--- src/rtl/cdc_afifo_rd_stream.sv ---
// cdc_afifo_rd_stream
// Read-side consumer for the async CDC FIFO (show-ahead). It turns the FIFO
// rd/rempty/rdata port into a valid/ready stream through a 2-entry skid buffer.
// The pop strobe depends only on registered occupancy, never on i_ready.
// A flush drains and discards everything pending, then pulses o_flush_done.
// Optional feature: define CDC_AFIFO_RD_STAT_EN to enable the delivered-beat
// counter on o_rd_cnt. Without it, o_rd_cnt is tied to zero.
module cdc_afifo_rd_stream #(
  parameter int dbits   = 32,
  parameter int cntbits = 16
) (
  input  logic               i_clk,
  input  logic               i_rst,
  output logic               o_fifo_rd,
  input  logic [dbits-1:0]   i_fifo_rdata,
  input  logic               i_fifo_rempty,
  output logic               o_valid,
  output logic [dbits-1:0]   o_data,
  input  logic               i_ready,
  input  logic               i_flush,
  output logic               o_flush_done,
  output logic [cntbits-1:0] o_rd_cnt
);

  typedef enum logic {
    RUN   = 1'b0,
    FLUSH = 1'b1
  } state_t;

  state_t           state_reg, state_next;
  logic [1:0]       cnt_reg, cnt_next;
  logic [1:0]       cnt_after_deq;
  logic [dbits-1:0] buf_reg  [0:1];
  logic [dbits-1:0] buf_next [0:1];
  logic             flush_done_reg, flush_done_next;
  logic             fifo_rd;
  logic             deq;

  // Next-state logic: dequeue shift first, then the popped word lands in
  // the first free slot; a flush request overrides the occupancy.
  always_comb begin
    state_next      = state_reg;
    cnt_next        = cnt_reg;
    cnt_after_deq   = cnt_reg;
    buf_next[0]     = buf_reg[0];
    buf_next[1]     = buf_reg[1];
    flush_done_next = 1'b0;
    fifo_rd         = 1'b0;
    deq             = 1'b0;
    case (state_reg)
      RUN: begin
        fifo_rd = ~i_fifo_rempty & (cnt_reg != 2'd2);
        deq     = (cnt_reg != 2'd0) & i_ready;
        if (deq) begin
          buf_next[0]   = buf_reg[1];
          cnt_after_deq = cnt_reg - 2'd1;
        end
        if (fifo_rd) begin
          if (cnt_after_deq == 2'd0) begin
            buf_next[0] = i_fifo_rdata;
          end else begin
            buf_next[1] = i_fifo_rdata;
          end
        end
        cnt_next = cnt_after_deq + {1'b0, fifo_rd};
        // The handshake above still completes; buffered words are dropped.
        if (i_flush) begin
          cnt_next   = 2'd0;
          state_next = FLUSH;
        end
      end
      FLUSH: begin
        // Pop and discard until the FIFO reports empty.
        fifo_rd = ~i_fifo_rempty;
        if (i_fifo_rempty) begin
          state_next      = RUN;
          flush_done_next = 1'b1;
        end
      end
      default: begin
        state_next = RUN;
      end
    endcase
  end

  // State, occupancy, buffer slots and the flush-done pulse register.
  always_ff @(posedge i_clk or posedge i_rst) begin
    if (i_rst) begin
      state_reg      <= RUN;
      cnt_reg        <= 2'd0;
      flush_done_reg <= 1'b0;
      for (int i = 0; i < 2; i++) begin
        buf_reg[i] <= '0;
      end
    end else begin
      state_reg      <= state_next;
      cnt_reg        <= cnt_next;
      flush_done_reg <= flush_done_next;
      for (int i = 0; i < 2; i++) begin
        buf_reg[i] <= buf_next[i];
      end
    end
  end

  // Gate the pop strobe with reset so the FIFO is never popped while held.
  assign o_fifo_rd    = fifo_rd & ~i_rst;
  assign o_valid      = (cnt_reg != 2'd0) && (state_reg == RUN);
  assign o_data       = buf_reg[0];
  assign o_flush_done = flush_done_reg;

`ifdef CDC_AFIFO_RD_STAT_EN
  logic [cntbits-1:0] rd_cnt_reg;

  // Delivered-beat counter; wraps naturally, flushed words never handshake.
  always_ff @(posedge i_clk or posedge i_rst) begin
    if (i_rst) begin
      rd_cnt_reg <= '0;
    end else if (deq) begin
      rd_cnt_reg <= rd_cnt_reg + cntbits'(1);
    end
  end

  assign o_rd_cnt = rd_cnt_reg;
`else
  assign o_rd_cnt = '0;
`endif

endmodule

--- config.mk ---
export PLATFORM = sky130hd
export DESIGN_NAME = cdc_afifo_rd_stream
export DESIGN_NICKNAME = d
export VERILOG_FILES = /design/src/rtl/cdc_afifo_rd_stream.sv
export SDC_FILE = /design/constraint.sdc
export NUM_CORES = 1
export LEC_CHECK = 0
export BUFFER_PORTS_ARGS = -buffer_cell sky130_fd_sc_hd__buf_2
export CAP_MARGIN = 40
export CELL_PAD_IN_SITES_DETAIL_PLACEMENT = 1
export CELL_PAD_IN_SITES_GLOBAL_PLACEMENT = 1
export CORE_MARGIN = 8
export CORE_UTILIZATION = 45
export DETAILED_ROUTE_END_ITERATION = 6
export PLACE_DENSITY = 0.85
export SLEW_MARGIN = 20
export SYNTH_ARGS = -nofsm -noshare
export SYNTH_HDL_FRONTEND = slang
export SYNTH_SLANG_ARGS = --single-unit
--- constraint.sdc ---
create_clock -name i_clk -period 5.8 [get_ports i_clk]
set_clock_uncertainty 0.1 [all_clocks]
set_input_delay 0.29 -clock i_clk [delete_from_list [all_inputs] [get_ports i_clk]]
set_output_delay 0.29 -clock i_clk [all_outputs]
set_load 0.01 [all_outputs]
==> results.txt <==
----------------------------------------------------
[Status]
  Status ... finished clean

[Layout]
  Synth-to-Final Area Change ... 11.0%
  Final Net Count ... 341
  Post-Route Utilization ... 50.4%
  Filler cells ... 805
  Layout cells sized above 1 ... 43.1%
  N_diodes ... 0

[Drt]
  Vias per cell ... 5.08
  Iteration count of the initial detailed-routing pass ... 4
  First DRT Iteration DRCs ... 29
  Per-cell routed wire length ... 18.0 um
  Number of antenna-violating nets in the routed design ... 0
  Total wirelength of the detailed-routed design ... 7.32 mm
  Remaining DRCs ... 0
  DR vias ... 2071

[Synthesis]
  Synthesis Warnings ... 0
  Largest cells by area after synthesis ... sky130_fd_sc_hd__dfrtp_1 (49%), sky130_fd_sc_hd__mux2_4 (13%), sky130_fd_sc_hd__buf_4 (10%)
  Syn Std Cell Area ... 3440 sq um
  Most frequent cell after synthesis ... sky130_fd_sc_hd__dfrtp_1
  Library cell with the largest summed area after synthesis ... sky130_fd_sc_hd__dfrtp_1
  EDFF count, synth ... 0
  Cell count after synthesis ... 260
  Total of flip-flops plus latches after synthesis ... 68
  Async set-reset flop share out of synthesis ... 100%
  Dominant synthesized flop cell ... sky130_fd_sc_hd__dfrtp_1
  Part of the Yosys area used for sequential elements ... 49.5%
  Area fraction of the dominant cell type after synthesis ... 49.5%
  Mean Syn Cell Area ... 13.2 sq um
  Post-synth cell types ... 31
  Commonest cells post-synth ... sky130_fd_sc_hd__dfrtp_1 (68), sky130_fd_sc_hd__buf_4 (48), sky130_fd_sc_hd__a21o_1 (32), sky130_fd_sc_hd__a22o_1 (32), sky130_fd_sc_hd__mux2_4 (30)

[STA]
  RSZ-0062 raised after global routing ... false
  Time the final worst path needs with I/O delays and setup ... 2770 ps
  Final worst slack ... 3030 ps
  Sum of negative setup slack ... 0 ps
  Max-slew violations ... 0
  Post-route clock period utilization ... 47.8%
  Slew @ Worst Pin ... 843 ps
  Hold violation total from the final report ... 0
  Max transition margin ... 43.8%
  Final setup vio count ... 0
  Top achievable clock speed ... 0.361 GHz

[Placed design]
  Placed wire-length estimate ... 5.30 mm
  IO Port Bufs ... 71
  Routability cong. ... 0.725
  Worst-case setup slack after placement ... 3030 ps

[Die]
  Number of core rows ... 32
  Die W ... 103 um
  Total I/O pin count ... 88
  Die Ht ... 103 um
  Die area ... 10700 sq um
  Initial Utilization ... 45.4%
  Core outline area ... 7570 sq um

[Global routing]
  Pin count of the biggest net entering global routing ... 38
  Antenna violations before repair ... 0
  Global-route wire length before repair ... 12.1 mm
  Number of global-route vias before repair ... 2394
  Overall routing resource usage ... 14.7%
  Remaining global-route overflow ... 0

[Critical path]
  Worst setup SP type ... register
  Classification of the worst setup path ... reg2reg
  Nature of the critical path endpoint ... register
  Critical path fanouts, max ... 17
  Data arrival at the endpoint of the critical path ... 2940 ps
  Data required time of the critical path ... 5970 ps

[Power]
  Maximum vdd drop ... 192 uV
  Power Density ... 572 nW/um^2
  Leak pwr ... 2.12 nW
  Post-layout total power ... 2.18 mW

[Clock network]
  Root cell of the clock tree ... sky130_fd_sc_hd__clkbuf_8
  Clock tree from TritonCTS ... done
  Setup fix buffers added after clock tree synthesis ... 0
  Total clock buffers created by CTS ... 9
  Register clock-pin slew on the reported worst setup and hold paths ... 80 ps
  Level count of the clock H-tree ... 3
  Clock Sinks ... 68
  Worst-case clock buffer depth ... 2
  Clock insertion delay at the later pin of the skew report ... 330 ps

[Hold path]
  Class of the tightest hold or removal check ... in2reg

[Run]
  Max Cap Viol ... 0

----------------------------------------------------
-- final cells by class --
| type | instances | area (sq um) | share of cell area, % |
|---|---|---|---|
| flip-flops and latches | 68 | 1700 | 44.6 |
| multi-input cells | 140 | 1300 | 34.0 |
| repair buffers | 77 | 430 | 11.3 |
| clock buffers | 10 | 128 | 3.35 |
| well taps | 102 | 128 | 3.35 |
| clock inverters | 6 | 113 | 2.95 |
| inverters | 5 | 18.8 | 0.492 |
-- cells in the final DEF, fill, tap and decap left out, types with 2 or more instances in the layout --
| cell | n |
|---|---|
| sky130_fd_sc_hd__mux2_4 | 30 |
| sky130_fd_sc_hd__dfrtp_1 | 68 |
| sky130_fd_sc_hd__a21oi_1 | 2 |
| sky130_fd_sc_hd__o22ai_1 | 2 |
| sky130_fd_sc_hd__conb_1 | 16 |
| sky130_fd_sc_hd__ha_1 | 3 |
| sky130_fd_sc_hd__bufinv_16 | 3 |
| sky130_fd_sc_hd__buf_2 | 71 |
| sky130_fd_sc_hd__clkinv_4 | 2 |
| sky130_fd_sc_hd__mux2_2 | 2 |
| sky130_fd_sc_hd__inv_1 | 4 |
| sky130_fd_sc_hd__a21o_1 | 32 |
| sky130_fd_sc_hd__nand2_1 | 3 |
| sky130_fd_sc_hd__buf_4 | 3 |
| sky130_fd_sc_hd__clkbuf_8 | 9 |
| sky130_fd_sc_hd__nor2_1 | 3 |
| sky130_fd_sc_hd__a22o_1 | 32 |
-- power breakdown --
part / internal, mW / switching [mW]
Combinational: 0.497 / 0.380
Clock: 0.287 / 0.184
Sequential: 0.700 / 0.135
-- per-layer routing --
| metal | global-route usage, % | vias up | share of wire (%) |
|---|---|---|---|
| li1 | - | 937 | - |
| met1 | 17.7 | 1060 | 43 |
| met2 | 24.2 | 67 | 50 |
| met3 | 3.55 | 7 | 5.9 |
| met4 | 6.67 | 0 | 1.4 |
| met5 | 0 | - | 0 |
-- worst max-delay path, cell delays in order (launching register included) --
cell and delay, ps:
sky130_fd_sc_hd__dfrtp_1 460, sky130_fd_sc_hd__inv_1 110, sky130_fd_sc_hd__ha_1 240, sky130_fd_sc_hd__nand2b_1 330, sky130_fd_sc_hd__a311oi_4 830, sky130_fd_sc_hd__buf_4 380, sky130_fd_sc_hd__a22o_1 170, sky130_fd_sc_hd__a21o_1 80
-- cell families (layout without fill, tap and decap cells) --
logic type / count (synthesis) / in the layout / synth area share (%)
fa+ha+maj: 3 / 3 / 1.09
flops: 68 / 68 / 49.5
xor+xnor: 1 / 1 / 0.255
mux: 33 / 33 / 14.0
simple gates: 14 / 14 / 2.51
other cells: 1 / 16 / 0.109
buf+inv: 67 / 98 / 14.8
compound gates: 73 / 73 / 17.6
-- path summary, 6_finish.rpt --
kind	from	end	slack, ps	cells past startpoint
worst max-delay path	cnt_reg[0]$_DFFE_PP0N_	o_data[23]$_DFFE_PP0N_	3030	7
worst max register to register	cnt_reg[0]$_DFFE_PP0N_	o_data[23]$_DFFE_PP0N_	3030	7
worst min register to register	buf_reg[24]$_DFFE_PP0P_	buf_reg[24]$_DFFE_PP0P_	420	1
max in group asynchronous	i_rst	buf_reg[13]$_DFFE_PP0P_	4120	4
worst min-delay path	i_fifo_rdata[4]	o_data[4]$_DFFE_PP0N_	70	2
min in group asynchronous	i_rst	state_reg$_DFF_PP0_	530	3
-- metrics by stage --
step	std cells	hold slack [ps]	instance area, sq um
global placement	389	331	3520
global route	408	59.5	3810
finish	408	70.1	3810
floorplan	275	280	3490
CTS	408	56.0	3810
detailed placement	391	346	3560
-- repair_timing --
item                      4_1_cts  5_1_grt
hold buffers                    1        0
hold endpoints to repair       21        0
resized for setup               0        0
(Power assumes the default switching activity.)
